`src/rtl/rotate_ram_port.sv`:
```
`default_nettype none
// +----------------------------------------------------------------------------+
// | Module      : rotate_ram_port                                              |
// | Description : Memory-side responder for the scandoubler rotation path.     |
// |               Turns 16-word vidin write bursts and 8-word vidout read      |
// |               bursts into single-word req/ack accesses on one RAM port.    |
// |               RAM word address = BASE_ADDR + {frame, row, col}.            |
// | Ports       : clk_sys, reset (sync, active high)                           |
// |               vidin_*  : write burst initiator (req/frame/row/col/d, ack)  |
// |               vidout_* : read initiator (req/frame/row/col, d/ack)         |
// |               ram_*    : word RAM port (req/we/addr/wdata, rdata/ack)      |
// | Config      : ROTATE_RAM_RR_ARB_EN defined   -> round-robin arbitration    |
// |               ROTATE_RAM_RR_ARB_EN undefined -> strict read priority       |
// | Revision    : 1.0 - initial release                                        |
// +----------------------------------------------------------------------------+
module rotate_ram_port #(
  parameter int                    ADDR_WIDTH = 24,
  parameter logic [ADDR_WIDTH-1:0] BASE_ADDR  = '0
) (
  input  logic                  clk_sys,
  input  logic                  reset,
  input  logic                  vidin_req,
  input  logic [1:0]            vidin_frame,
  input  logic [10:0]           vidin_row,
  input  logic [10:0]           vidin_col,
  input  logic [15:0]           vidin_d,
  output logic                  vidin_ack,
  input  logic                  vidout_req,
  input  logic [1:0]            vidout_frame,
  input  logic [10:0]           vidout_row,
  input  logic [10:0]           vidout_col,
  output logic [15:0]           vidout_d,
  output logic                  vidout_ack,
  output logic                  ram_req,
  output logic                  ram_we,
  output logic [ADDR_WIDTH-1:0] ram_addr,
  output logic [15:0]           ram_wdata,
  input  logic [15:0]           ram_rdata,
  input  logic                  ram_ack
);

  localparam logic [4:0] c_WR_WORDS = 5'd16;
  localparam logic [4:0] c_RD_LAST  = 5'd7;

  typedef enum logic [2:0] {
    S_IDLE  = 3'd0,
    S_WLOAD = 3'd1,
    S_WRITE = 3'd2,
    S_WACK  = 3'd3,
    S_READ  = 3'd4,
    S_WHOLD = 3'd5
  } state_t;

  state_t      r_state;
  logic [1:0]  r_frame;
  logic [10:0] r_row;
  logic [10:0] r_wcol;
  logic [10:0] r_rcol;
  logic [4:0]  r_count;
  logic        r_vreq_d;
  logic        r_rcol_pend;
  logic [10:0] r_rcol_next;

  logic                  w_vrise;
  logic                  w_rcol_load;
  logic [10:0]           w_rcol_src;
  logic [10:0]           w_rcol_inc;
  logic                  w_grant_rd;
  logic                  w_grant_wr;
  logic [ADDR_WIDTH-1:0] w_waddr;
  logic [ADDR_WIDTH-1:0] w_raddr;
  logic [ADDR_WIDTH-1:0] w_raddr_next;

  // The 24-bit position is zero-extended and the base added modulo 2^ADDR_WIDTH.
  function automatic logic [ADDR_WIDTH-1:0] f_addr(input logic [1:0]  frame,
                                                   input logic [10:0] row,
                                                   input logic [10:0] col);
    logic [ADDR_WIDTH-1:0] lin;
    lin        = '0;
    lin[23:0]  = {frame, row, col};
    return lin + BASE_ADDR;
  endfunction

  // A new start column is captured on every vidout_req rising edge but only
  // applied when the FSM next grants a read, so an active burst keeps counting.
  assign w_vrise     = vidout_req & ~r_vreq_d;
  assign w_rcol_load = w_vrise | r_rcol_pend;
  assign w_rcol_src  = w_vrise ? vidout_col : r_rcol_next;
  assign w_rcol_inc  = r_rcol + 11'd1;

  assign w_waddr      = f_addr(r_frame, r_row, r_wcol);
  assign w_raddr      = f_addr(r_frame, r_row, r_rcol);
  assign w_raddr_next = f_addr(r_frame, r_row, w_rcol_inc);

`ifdef ROTATE_RAM_RR_ARB_EN
  // Last-grant flag: 1 = read was granted last.
  logic r_last_rd;

  assign w_grant_rd = vidout_req & (~vidin_req | ~r_last_rd);

  always_ff @(posedge clk_sys) begin
    if (reset) begin
      r_last_rd <= 1'b1;
    end else if (r_state == S_IDLE) begin
      if (w_grant_rd) begin
        r_last_rd <= 1'b1;
      end else if (w_grant_wr) begin
        r_last_rd <= 1'b0;
      end
    end
  end
`else
  assign w_grant_rd = vidout_req;
`endif

  assign w_grant_wr = vidin_req & ~w_grant_rd;

  always_ff @(posedge clk_sys) begin
    if (reset) begin
      r_state     <= S_IDLE;
      ram_req     <= 1'b0;
      ram_we      <= 1'b0;
      ram_addr    <= '0;
      ram_wdata   <= '0;
      vidin_ack   <= 1'b0;
      vidout_ack  <= 1'b0;
      vidout_d    <= '0;
      r_frame     <= '0;
      r_row       <= '0;
      r_wcol      <= '0;
      r_rcol      <= '0;
      r_count     <= '0;
      r_vreq_d    <= 1'b0;
      r_rcol_pend <= 1'b0;
      r_rcol_next <= '0;
    end else begin
      vidin_ack  <= 1'b0;
      vidout_ack <= 1'b0;
      r_vreq_d   <= vidout_req;

      if (w_vrise) begin
        r_rcol_pend <= 1'b1;
        r_rcol_next <= vidout_col;
      end

      case (r_state)
        S_IDLE: begin
          if (w_grant_rd) begin
            r_frame <= vidout_frame;
            r_row   <= vidout_row;
            r_count <= '0;
            if (w_rcol_load) begin
              r_rcol      <= w_rcol_src;
              r_rcol_pend <= 1'b0;
            end
            r_state <= S_READ;
          end else if (w_grant_wr) begin
            r_frame <= vidin_frame;
            r_row   <= vidin_row;
            r_wcol  <= vidin_col;
            r_count <= '0;
            r_state <= S_WLOAD;
          end
        end

        S_WLOAD: begin
          ram_wdata <= vidin_d;
          r_state   <= S_WRITE;
        end

        S_WRITE: begin
          if (!ram_req) begin
            ram_req  <= 1'b1;
            ram_we   <= 1'b1;
            ram_addr <= w_waddr;
          end else if (ram_ack) begin
            ram_req   <= 1'b0;
            vidin_ack <= 1'b1;
            r_count   <= r_count + 5'd1;
            r_wcol    <= r_wcol + 11'd1;
            r_state   <= S_WACK;
          end
        end

        S_WACK: begin
          r_state <= (r_count == c_WR_WORDS) ? S_WHOLD : S_WLOAD;
        end

        // ram_req stays high across words of a read burst; only the address
        // advances on each ack.
        S_READ: begin
          if (!ram_req) begin
            ram_req  <= 1'b1;
            ram_we   <= 1'b0;
            ram_addr <= w_raddr;
          end else if (ram_ack) begin
            vidout_d   <= ram_rdata;
            vidout_ack <= 1'b1;
            r_rcol     <= w_rcol_inc;
            r_count    <= r_count + 5'd1;
            if (r_count == c_RD_LAST) begin
              ram_req <= 1'b0;
              r_state <= S_IDLE;
            end else begin
              ram_addr <= w_raddr_next;
            end
          end
        end

        S_WHOLD: begin
          r_state <= S_IDLE;
        end

        default: begin
          r_state <= S_IDLE;
        end
      endcase
    end
  end

endmodule
`default_nettype wire

```
`config.mk`:
```
export PLATFORM = sky130hd
export DESIGN_NAME = rotate_ram_port
export DESIGN_NICKNAME = d
export VERILOG_FILES = /design/src/rtl/rotate_ram_port.sv
export SDC_FILE = /design/constraint.sdc
export NUM_CORES = 1
export LEC_CHECK = 0
export ABC_AREA = 1
export BUFFER_PORTS_ARGS = -buffer_cell sky130_fd_sc_hd__clkbuf_2
export CAP_MARGIN = 20
export CORE_MARGIN = 2
export CORE_UTILIZATION = 53
export CTS_CLUSTER_DIAMETER = 60
export DETAILED_ROUTE_END_ITERATION = 7
export PLACE_DENSITY = 0.8
export SETUP_SLACK_MARGIN = 0.3
export SLEW_MARGIN = 40
export SYNTH_ARGS = -nofsm -noshare
export SYNTH_HDL_FRONTEND = slang
export SYNTH_SLANG_ARGS = --single-unit
```
`constraint.sdc`:
```
create_clock -name clk_sys -period 1.8 [get_ports clk_sys]
set_clock_uncertainty 0.05 [all_clocks]
set_input_delay 0.27 -clock clk_sys [delete_from_list [all_inputs] [get_ports clk_sys]]
set_output_delay 0.27 -clock clk_sys [all_outputs]
set_load 0.005 [all_outputs]
```
==> impl_results.md, run 1 <==
* Tcrit/Tclk final at 87.0%
* Gr ovfl total at 0
* Filler instances at roughly 730
* Reg2Reg Capture Point: r_wcol[2]
* R2r startpoint: r_state[2]
* Min-Delay Endpoint: r_wcol[6]
* Routed wl met2 at between 8000 and 9000 um
* Core footprint at slightly above 10,000 um2
* Antenna Cells at 0
* Reg2reg setup slack at approximately 0.23 ns
* Syn Inst Count at roughly 850
* Max Cap Viol at 0
* Distinct cells, synth at 27
* DRC at 0
* Power per cell area at around 1200 nW/um2
* Top cell by count, worst path: nand2_1
* Routed WL at about 17,000 um
* Clk_lat worst skew at 0.53 ns
* Worst-Margin Slew at around 0.44 ns
* Seq/Total Area, Yosys at between 40% and 50%
* Boundary Pins at ~150
* Via density at 5.29
* Cell Area, Synth at between 5000 and 6000 um2
* H-tree depth at 4
* Area Overhead vs Synth at 41.1%
* Post-layout util at between 70% and 80%
* Post-synth net total at 934
* Slew HR at between 70% and 80%
* DR pass1 iterations at 6
* Main synth FF type: dfxtp_1
* CP startpoint kind: flip-flop
* Max rail drop VDD at between 700 and 800 uV
* Num CTS Buffers at 17
* Crit path time final at approximately 1.6 ns
* Critical Path Max Stage Delay at ~0.38 ns
* CTS Root Buffer Type: clkbuf_8
* Post-synth EDFFs at 0
* Fin. Hold Viols at 0
* Synth area leader: dfxtp_1
* WS Path Type: flip-flop to flip-flop
* Routed Antenna Nets at 0
* Routed length per instance at 14.1 um
* Die area at between 10,000 and 15,000 um2
* Hold_sp: vidin_col[6]
* Worst EP arrival at slightly below 2 ns
* RSZ-0062 raised after global routing: yes
* CTS Buffer Depth at 2
* Layout cells sized above 1 at 28.6%
* Crit Path Max Fanout at 10
* Yosys synthesis warning count at 0
* Worst Hold Depth at 3
* Worst Reg2Reg Path Length in Cells at 9
* Metal-1 WL at approximately 7000 um
* Die Y at 106 um
* Crit-path cells: inv_4 > nand2_2 > nor2_4 > buf_4 > clkbuf_16 > o21ai_0 > nand2_1 > nand2_1 > a21oi_1
* Power, Total at between 9 and 10 mW
* Top Metal Used: met4
* First DRT Iteration DRCs at ~450
* Initial antenna violation count at 0
* GRT Total Usage at ~28%
* Worst path slowest cell: dfxtp_4
* WL met3 at 1300 um
* Number of global-route vias before repair at 5,650
* CTS tree: built
* # rows at 37
* Post-DP HPWL at around 9600 um
* Syn Area/Cell at ~6.5 um2
* Largest net degree at the start of global routing at 49
* Finish-stage setup viols at 0
* Starting density of the core at about 54%
* Fmax at 639 MHz
* # port buffers at between 100 and 150
* First-pass GRT wire length at between 20,000 and 30,000 um
* Setup crit end kind: flip-flop
* Num Clock Sinks at between 100 and 150
* Status: complete, no violations
* Via count at 6,299
* Net count, final at 1,131
* Slew Limit Fails at 0
* Synth async-reset ratio at 0%
* Leakage at ~3.6 nW
* Synth top area share at 42.1%
* Most common cell in the synthesized netlist: nand2_1
* Worst EP required at roughly 2.2 ns
* Setup Total Neg Slack at 0 ns
* DIE WIDTH at roughly 110 um
* Synth cell count leaders: 220 x nand2_1, 124 x nor2_1, 116 x dfxtp_1, 90 x inv_1, 80 x o21ai_0
* Hold WC Path Type: input port to flip-flop
* Top post-synthesis cells by area: dfxtp_1 42%, nand2_1 15%, nor2_1 8.4%, o21ai_0 7.3%, inv_1 6.1%
* Gpl congestion at between 0.9 and 1
* Clock transition at path regs at approximately 0.06 ns
* Number of synthesized register bits at 116
==> how the worst max path moves through the flow <==
stage                     from          end  slack (ns)  cells after the start
CTS                 r_state[0]  ram_addr[1]        0.30                      8
finish              r_state[2]    r_wcol[2]        0.23                      9
floorplan           r_count[0]  ram_addr[1]        0.31                     11
global placement    r_state[0]    r_wcol[9]        0.19                      8
detailed placement  r_count[0]  ram_addr[7]        0.15                     11
global route        r_state[2]    r_wcol[2]        0.20                      9
==> through the flow <==
step,worst slack (ns),instance area [um2],hold slack (ns),instances
4_1_cts,0.296,7430,0.00433,1176
3_3_place_gp,0.194,6420,0.382,1107
6_report,0.234,7780,0.0251,1191
5_1_grt,0.197,7780,0.00880,1191
3_5_place_dp,0.149,6420,0.385,1107
2_1_floorplan,0.311,5530,0.374,845
==> layout by cell type, fill, tap and decap left out, types with 3 or more instances in the layout <==
cell type	instances
nand2_1	206
clkbuf_2	144
nor2_1	116
dfxtp_1	107
inv_1	84
a21oi_1	64
o21ai_0	61
nand3_1	53
dlygate4sd3_1	32
buf_4	27
clkbuf_16	17
o21ai_1	14
nand2_2	13
or2_2	13
nor2_4	10
inv_2	8
o21ai_2	8
nand4_1	7
dfxtp_2	6
nand2_4	5
clkinv_4	5
inv_6	5
buf_6	5
buf_12	4
inv_4	3
nand3_4	3
a21oi_2	3
xor2_1	3
dfxtp_4	3
==> cell families (layout without fill, tap and decap cells) <==
group                      Yosys count  after routing  synth area share (%)
and+or+nand+nor                    433            434                  32.4
AOI/OAI and AO/OA                  154            154                  14.2
buffers and inverters              135            344                  9.98
DFF                                116            116                  42.1
adders and majority gates            4              4                 0.907
xor gates and xnor gates             3              3                 0.476
==> registers in the layout, summed over array words and instances (netlist names) <==
name	count
r_vreq_d	1
r_rcol_pend	1
ram_req	1
r_row	11
r_wcol	11
vidin_ack	1
r_rcol	11
ram_addr	24
r_rcol_next	11
ram_wdata	16
vidout_d	16
ram_we	1
vidout_ack	1
r_count	5
r_frame	2
r_state	3
==> power by group <==
group          total, mW  internal (mW)  switching [mW]
Sequential          3.35           3.00           0.351
Clock               3.03           1.72            1.31
Combinational       2.73           1.12            1.61
==> routing by layer <==
| layer | track usage (%) | vias up |
|---|---|---|
| met5 | 0 | - |
| met4 | 10.1 | 0 |
| met3 | 8.09 | 67 |
| met2 | 46.7 | 304 |
| met1 | 33.9 | 2855 |
| li1 | - | 3073 |
==> cell type report <==
type | instances | area, um2 | share of cell area (%)
multi-input combinational | 595 | 2910 | 37.4
clock buffer | 17 | 414 | 5.32
timing repair buffer | 217 | 1460 | 18.7
sequential | 116 | 2340 | 30.1
inverter | 95 | 364 | 4.68
clock inverter | 15 | 124 | 1.59
tap | 136 | 170 | 2.19
==> worst max-delay path: cells and delay by family (launching register included) <==
family | cells | cell delay [ns]
simple gates | 4 | 0.42
flops | 1 | 0.38
buf+inv | 3 | 0.38
compound gates | 2 | 0.25
==> what timing repair did <==
item                                    CTS  global route
gates resized for setup                  28            67
cloned                                    1             4
pin swaps                                 4            15
hold endpoints to repair                 32             0
hold buffers                             32             0
buffers inserted                          4            11
endpoints found under the setup margin   50            83
(Power assumes the default switching activity.)
==> run 2: changes to the inputs <==
--- a/config.mk
+++ b/config.mk
@@ -9,10 +9,11 @@
 export BUFFER_PORTS_ARGS = -buffer_cell sky130_fd_sc_hd__clkbuf_2
 export CAP_MARGIN = 20
 export CORE_MARGIN = 2
-export CORE_UTILIZATION = 53
+export CORE_UTILIZATION = 54
+export CTS_BUF_LIST = sky130_fd_sc_hd__clkbuf_4
 export CTS_CLUSTER_DIAMETER = 60
 export DETAILED_ROUTE_END_ITERATION = 7
-export PLACE_DENSITY = 0.8
+export PLACE_DENSITY = 0.81
 export SETUP_SLACK_MARGIN = 0.3
 export SLEW_MARGIN = 40
 export SYNTH_ARGS = -nofsm -noshare
==> impl_results.md, run 2 (same netlist as run 1, synthesis figures left out) <==
* Largest net degree at the start of global routing at 39 (-20%)
* Routed length per instance at 14.0 um (-0.78%)
* Leakage at 3.58 nW (-1.5%)
* Routed wl met2 at 8290 um (+2.6%)
* Starting density of the core at 55.9% (+2.0 points)
* Die Y at 105 um (-0.90%)
* CP startpoint kind: flip-flop
* Crit Path Max Fanout at 7 (-3)
* Final cell count without fillers at 1,189 (-0.17%)
* Clk_lat worst skew at 0.52 ns (about the same)
* Initial antenna violation count at 0 (unchanged)
* Crit path buffers/inverters at 2 (-1)
* Setup Total Neg Slack at 0 ns (unchanged)
* Slew Limit Fails at 0 (unchanged)
* Top reg by flops: ram_addr
* Post-route cell area at 7690 um2 (-1.2%)
* Most common cell after layout, fill and taps aside: nand2_1
* Placed cell area at 6460 um2 (+0.56%)
* Power per cell area at 1090 nW/um2 (-6.9%)
* Post-DP HPWL at 9750 um (+1.1%)
* Most frequent cells in the layout: 201 x nand2_1, 144 x clkbuf_2, 109 x nor2_1
* Post-layout util at 78.0% (+1.9 points)
* Via count at 6,227 (-1.1%)
* Layout cells sized above 1 at 29.7% (+1.1 points)
* Fin. Hold Viols at 0 (unchanged)
* Num Clock Sinks at 116 (unchanged)
* Core footprint at 9860 um2 (-3.6%)
* GRT Total Usage at 28.4% (+0.58 points)
* Status: complete, no violations
* Number of global-route vias before repair at 5,775 (+2.2%)
* Max rail drop VDD at 626 uV (-12%)
* Setup crit end kind: flip-flop
* Post-route setup slack at 0.298 ns (+0.0643 ns)
* Routed WL at 16,700 um (-0.95%)
* CTS tree: built
* WS Path Type: flip-flop to flip-flop
* Crit-path cells: ha_4 > nand2_2 > inv_2 > nand3_2 > nand3_2 > nand2_4 > nand2_8 > clkbuf_16 > nor2_2 > nor2_1
* Power, Total at 8.38 mW (-8.0%)
* Metal-1 WL at 6750 um (-0.81%)
* First DRT Iteration DRCs at 515 (+16%)
* H-tree depth at 4 (unchanged)
* # port buffers at 144 (unchanged)
* Net count, final at 1,132 (+0.088%)
* Max Cap Viol at 0 (unchanged)
* Largest registers: ram_addr (24), ram_wdata (16), vidout_d (16)
* Max FFs per register at 24 (unchanged)
* CP top delay family: simple AND/OR/NAND/NOR gates
* CTS Buffer Depth at 2 (unchanged)
* Top cell by count, worst path: nand3_2
* Worst EP arrival at 1.87 ns (-0.09 ns)
* Place WS at 0.0856 ns (-0.0629 ns)
* Finish-stage setup viols at 0 (unchanged)
* Crit path time final at 1.50 ns (-0.0643 ns)
* Worst-Margin Slew at 0.454 ns (+0.00914 ns)
* Hold WC Path Type: input port to flip-flop
* Routed Antenna Nets at 0 (unchanged)
* # rows at 36 (-2.7%)
* Worst EP required at 2.17 ns (-0.03 ns)
* RSZ-0062 raised after global routing: yes
* Min Hold Slack at 0.0260 ns (+0.000822 ns)
* CTS Root Buffer Type: clkbuf_4
* Top Metal Used: met4
* Slew HR at 69.7% (-0.65 points)
* Num CTS Buffers at 17 (unchanged)
* DRC at 0 (unchanged)
* Gr ovfl total at 0 (unchanged)
* Via density at 5.24 (-0.98%)
* Gpl congestion at 0.885 (-2.4%)
* Area Overhead vs Synth at 39.5%
* WL met3 at 1130 um (-14%)
* DIE WIDTH at 105 um (-0.90%)
* Fmax at 666 MHz (+4.3%)
* Worst path slowest cell: dfxtp_4
* Clock transition at path regs at 0.11 ns (+0.05 ns)
* Antenna Cells at 0 (unchanged)
* Placed cells at 1,106 (-0.090%)
* Critical Path Max Stage Delay at 0.37 ns (about the same)
* Die area at 11,000 um2 (-1.8%)
* Boundary Pins at 145 (unchanged)
* DR pass1 iterations at 6 (unchanged)
* First-pass GRT wire length at 25,500 um (+0.87%)
* Tcrit/Tclk final at 83.4% (-3.6 points)
==> run 2: cell types whose count changed in the layout (fill, tap and decap cells not counted), sizes merged <==
cell         change
dlygate4sd3      +2
inv              -6
clkbuf           +3
buf              -3
bufinv           +5
==> run 2: final timing paths <==
check | start | end | slack, ns | depth (start not counted)
worst max-delay path | r_count[1] | ram_addr[4] | 0.30 | 10
worst min-delay path | vidin_d[4] | ram_wdata[4] | 0.03 | 3
worst max register to register | r_count[1] | ram_addr[4] | 0.30 | 10
worst min register to register | ram_wdata[6] | ram_wdata[6] | 0.40 | 2
==> run 2: repair_timing <==
item                       CTS  global route
setup endpoints to repair   64            81
hold buffers                34             0
hold endpoints to repair    34             0
buffers inserted             3            10
resized for setup           20            94
gates cloned                 0             4
pin swaps                    1            24
==> run 2: report_power, final <==
group	total, mW	internal, mW	switching, mW
clock network	2.30	1.25	1.05
registers	3.35	3.00	0.352
logic	2.74	1.13	1.61
==> run 2: area by class of cell <==
class	count	area, um2
Multi-Input combinational cell	595	2940
Sequential cell	116	2350
Fill cell	742	2170
Timing Repair Buffer	218	1520
Inverter	95	367
Clock inverter	14	210
Tap cell	133	166
Clock buffer	18	135
==> run 2: routing by layer <==
metal | track usage (%) | vias to the layer above
met4 | 10.9 | 0
met3 | 6.61 | 63
li1 | - | 3075
met5 | 0 | -
met2 | 49.0 | 266
met1 | 34.1 | 2823
==> run 2: worst reg2reg max path, cell delays in order (launching register included) <==
cell and delay (ns):
dfxtp_4 0.37, ha_4 0.16, nand2_2 0.07, inv_2 0.06
nand3_2 0.08, nand3_2 0.10, nand2_4 0.11, nand2_8 0.09
clkbuf_16 0.18, nor2_2 0.10, nor2_1 0.06
==> run 3: changes to the inputs <==
==> constraint.sdc (replaced) <==
create_clock -name clk_sys -period 1.5 [get_ports clk_sys]
set_clock_uncertainty 0.05 [all_clocks]
set_input_delay 0.225 -clock clk_sys [delete_from_list [all_inputs] [get_ports clk_sys]]
set_output_delay 0.225 -clock clk_sys [all_outputs]
set_load 0.005 [all_outputs]
==> impl_results.md, run 3 <==
* Status: aborted with a tool error
* Fail Step: global routing
* Err: [ERROR GRT-0232] Routing congestion too high. Check the congestion heatmap in the GUI.
* Synth async-reset ratio at 0% (unchanged)
* GRT Total Usage at 67.1%
* Placed cells at 1,113 (+0.63%)
* Synth top area share at 42.1% (unchanged)
* # port buffers at 144 (unchanged)
* Gpl congestion at 0.864 (-2.5%)
* # rows at 36 (unchanged)
* Top post-synthesis cells by area: dfxtp_1 42%, nand2_1 15%, nor2_1 8.4%, o21ai_0 7.3%, inv_1 6.1%
* Syn Inst Count at 845 (unchanged)
* GRT worst endpoint: r_count[1]$_SDFFE_PP0P_/D
* Worst EP kind: register data pin
* CTS Root Buffer Type: clkbuf_4
* Place WS at -0.0113 ns (-0.0969 ns)
* Synth cell count leaders: 220 x nand2_1, 124 x nor2_1, 116 x dfxtp_1, 90 x inv_1, 80 x o21ai_0
* Gr ovfl total at 21
* H-tree depth at 4 (unchanged)
* Starting density of the core at 55.9% (unchanged)
* Num CTS Buffers at 17 (unchanged)
* Die Y at 105 um (unchanged)
* Syn Area/Cell at 6.53 um2 (unchanged)
* Cell Area, Synth at 5520 um2 (unchanged)
* Yosys synthesis warning count at 0 (unchanged)
* Num Clock Sinks at 116 (unchanged)
* Placed cell area at 6780 um2 (+4.9%)
* Boundary Pins at 145 (unchanged)
* Largest net degree at the start of global routing at 42
* Number of synthesized register bits at 116 (unchanged)
* Initial antenna violation count at 4
* DIE WIDTH at 105 um (unchanged)
* Seq/Total Area, Yosys at 42.1% (unchanged)
* Most common cell in the synthesized netlist: nand2_1
* CTS Buffer Depth at 2 (unchanged)
* Synth area leader: dfxtp_1
* Distinct cells, synth at 27 (unchanged)
* Post-DP HPWL at 9900 um (+1.6%)
* Post-synth EDFFs at 0 (unchanged)
* Main synth FF type: dfxtp_1
* Post-synth net total at 934 (unchanged)
-- run 3: metrics by stage --
step | hold WS (ns) | utilization (%)
3_3_place_gp | 0.381 | 68.7
2_1_floorplan | 0.318 | -
3_5_place_dp | 0.385 | 68.7
4_1_cts | 0.000298 | 85.4
-- run 3: kinds of logic after synthesis --
| family | synth area share, % |
|---|---|
| adder cells (fa/ha/maj) | 0.907 |
| buffers and inverters | 9.98 |
| flip-flops | 42.1 |
| AO/OA/AOI/OAI | 14.2 |
| AND/OR/NAND/NOR | 32.4 |
| XOR/XNOR | 0.476 |
-- run 3: timing repair --
item | 4_1_cts
setup endpoints to repair | 146
pin swaps | 38
gates cloned | 7
resized for setup | 165
hold buffers | 46
endpoints found under the hold margin | 46
buffers inserted | 35
-- run 3: per-layer routing --
metal,GRT usage (%),GRT overflow
met1,65.7,0
met2,89.8,14
met3,44.4,0
met4,69.2,7
met5,12.9,0
==> run 4: changes to the inputs <==
--- a/config.mk
+++ b/config.mk
@@ -9,12 +9,9 @@
 export BUFFER_PORTS_ARGS = -buffer_cell sky130_fd_sc_hd__clkbuf_2
 export CAP_MARGIN = 20
 export CORE_MARGIN = 2
-export CORE_UTILIZATION = 54
-export CTS_BUF_LIST = sky130_fd_sc_hd__clkbuf_4
-export CTS_CLUSTER_DIAMETER = 60
+export CORE_UTILIZATION = 39
 export DETAILED_ROUTE_END_ITERATION = 7
-export PLACE_DENSITY = 0.81
-export SETUP_SLACK_MARGIN = 0.3
+export PLACE_DENSITY_LB_ADDON = 0.15
 export SLEW_MARGIN = 40
 export SYNTH_ARGS = -nofsm -noshare
 export SYNTH_HDL_FRONTEND = slang
==> impl_results.md, run 4 (same netlist as run 1, synthesis figures left out) <==
* Worst setup startpoint: r_count[1]
* Largest registers: ram_addr (24), ram_wdata (16), vidout_d (16)
* Sequential power share at around a third
* Via count at roughly 5,700
* Routed wl met2 at between 7000 and 8000 um
* Hold WC Path Type: input port to flip-flop
* Antenna Cells at 0
* Via density at about 4.6
* DR pass1 iterations at 4
* Crit path time final at ~1.5 ns
* Min Hold Slack at 0.0228 ns
* Worst EP required at 1.76 ns
* Setup crit end kind: flip-flop
* Post-route setup slack at around 0.027 ns
* Reg2reg setup slack at 0.03 ns
* CTS Buffer Depth at 2 (unchanged)
* Most common cell after layout, fill and taps aside: nand2_1
* Slew HR at a little over two thirds
* # rows at 43 (+19%)
* Area of the multi-input gates at about 2800 um2
* Die area at between 15,000 and 20,000 um2
* Routed length per instance at approximately 12 um
* Power per cell area at approximately 1400 nW/um2
* Number of global-route vias before repair at around 5,300
* Net count, final at between 1,000 and 1,500
* Routed Antenna Nets at 0
* Logic gate share of total power at 29.1%
* Max Cap Viol at 0
* Finish-stage setup viols at 0
* Slew Limit Fails at 0
* Int Pwr at 7.66 mW
* Area Overhead vs Synth at 42.9%
* RSZ-0062 raised after global routing: yes
* Worst Reg2Reg Path Length in Cells at 10
* WS Path Type: flip-flop to flip-flop
* H-tree depth at 4 (unchanged)
* # port buffers at 144 (unchanged)
* Worst EP arrival at approximately 1.7 ns
* Place WS at -0.0951 ns (-0.0838 ns)
* Top reg by flops: ram_addr
* Worst-Margin Slew at approximately 0.45 ns
* Clk_lat worst skew at between 0.4 and 0.5 ns
* Register area at 2330 um2
* Leakage at 3.72 nW
* First DRT Iteration DRCs at approximately 370
* CTS tree: built
* Num CTS Buffers at 17 (unchanged)
* Gr ovfl total at 0
* Max rail drop VDD at between 700 and 800 uV
* Status: complete, no violations
* Clock transition at path regs at 0.06 ns
* Die Y at 123 um (+17%)
* Min-Delay Endpoint: r_rcol_next[4]
* Post-layout util at a little under three fifths
* Top Metal Used: met4
* Boundary Pins at 145 (unchanged)
* DIE WIDTH at 123 um (+17%)
* R2r startpoint: r_count[1]
* Max FFs per register at 24
* Starting density of the core at 39.9% (-16 points)
* Post-DP HPWL at 10,500 um (+5.6%)
* Net Sw Power at around 3.6 mW
* Worst Hold Depth at 3
* Layout cells sized above 1 at around 30%
* Most frequent cells in the layout: 213 x nand2_1, 144 x clkbuf_2, 110 x nor2_1
* Fin. Hold Viols at 0
* WL met3 at between 700 and 800 um
* DRC at 0
* Switching part of the total power at 32.2%
* Filler instances at between 1,000 and 1,500
* Largest net degree at the start of global routing at 53
* Tcrit/Tclk final at a little over nine tenths
* Core footprint at between 10,000 and 15,000 um2
* Routed WL at 15,200 um
* Placed cells at 1,182 (+6.2%)
* Top cell by count, worst path: nand3_2
* Gpl congestion at 0.832 (-3.7%)
* Critical Path Max Stage Delay at 0.34 ns
* Crit Path Max Fanout at 8
* Crit-path cells: ha_4 > nand2_2 > inv_2 > nand3_2 > nand3_2 > nand2_4 > nand2_8 > clkbuf_16 > o21ai_2 > nor2_1
* CTS Root Buffer Type: clkbuf_16
* Reg2Reg Capture Point: ram_addr[12]
* Hold_sp: vidout_col[4]
* CP startpoint kind: flip-flop
* Metal-1 WL at 6920 um
* Worst path slowest cell: dfxtp_2
* Initial antenna violation count at 0
* Clock power share at between 30% and 40%
* Fmax at 679 MHz
* GRT Total Usage at 20.9%
* First-pass GRT wire length at between 20,000 and 25,000 um
* Num Clock Sinks at 116 (unchanged)
* Final cell count without fillers at between 1,000 and 1,500
run 4: power groups by stage:
stage / registers, mW / clock network (mW) / logic (mW)
after floorplan: 3.96 / 0 / 1.77
after global placement: 4.00 / 0 / 2.88
after detailed placement: 4.00 / 0 / 2.91
after CTS: 3.94 / 4.13 / 3.00
after global routing: 4.04 / 4.28 / 3.72
final: 3.98 / 4.03 / 3.29
run 4: layout make-up:
cell class | instances | share of cell area, %
repair buffers | 222 | 19.5
clock buffers | 18 | 5.44
flip-flops and latches | 116 | 29.6
well taps | 180 | 2.86
inverters | 95 | 4.55
multi-input cells | 594 | 36.0
clock inverters | 14 | 2.06
run 4: layer usage:
metal / global-route usage, % / vias up
li1: - / 3077
met1: 25.4 / 2519
met2: 34.5 / 117
met3: 6.09 / 22
met4: 8.62 / 0
met5: 0 / -
run 4: how the worst max path moves through the flow:
stage / cells past startpoint / end
floorplan: 11 / ram_addr[1]
global placement: 10 / ram_addr[0]
detailed placement: 10 / r_count[2]
CTS: 10 / ram_addr[21]
global route: 10 / ram_addr[10]
finish: 10 / ram_addr[12]
run 4: metrics by stage:
stage | instance area, um2 | power (mW) | TNS, ns
2_1_floorplan | 5530 | 5.73 | 0
3_3_place_gp | 6770 | 6.88 | -1.16
3_5_place_dp | 6770 | 6.91 | -1.73
4_1_cts | 7560 | 11.1 | -0.0255
5_1_grt | 7880 | 12.0 | -0.372
6_report | 7880 | 11.3 | 0
run 4: repair_timing:
action / 4_1_cts / 5_1_grt
endpoints found under the hold margin: 16 / 0
hold buffers: 16 / 0
pin swaps: 0 / 12
resized for setup: 9 / 66
setup endpoints to repair: 40 / 75
buffers inserted: 2 / 4
cloned: 0 / 3
run 4: critical path, delay by kind of cell (launching register included):
kind                       cells  cell delay, ns
AOI/OAI and AO/OA              1            0.12
adders and majority gates      1            0.16
buffers and inverters          2            0.22
DFF                            1            0.34
and+or+nand+nor                6            0.48
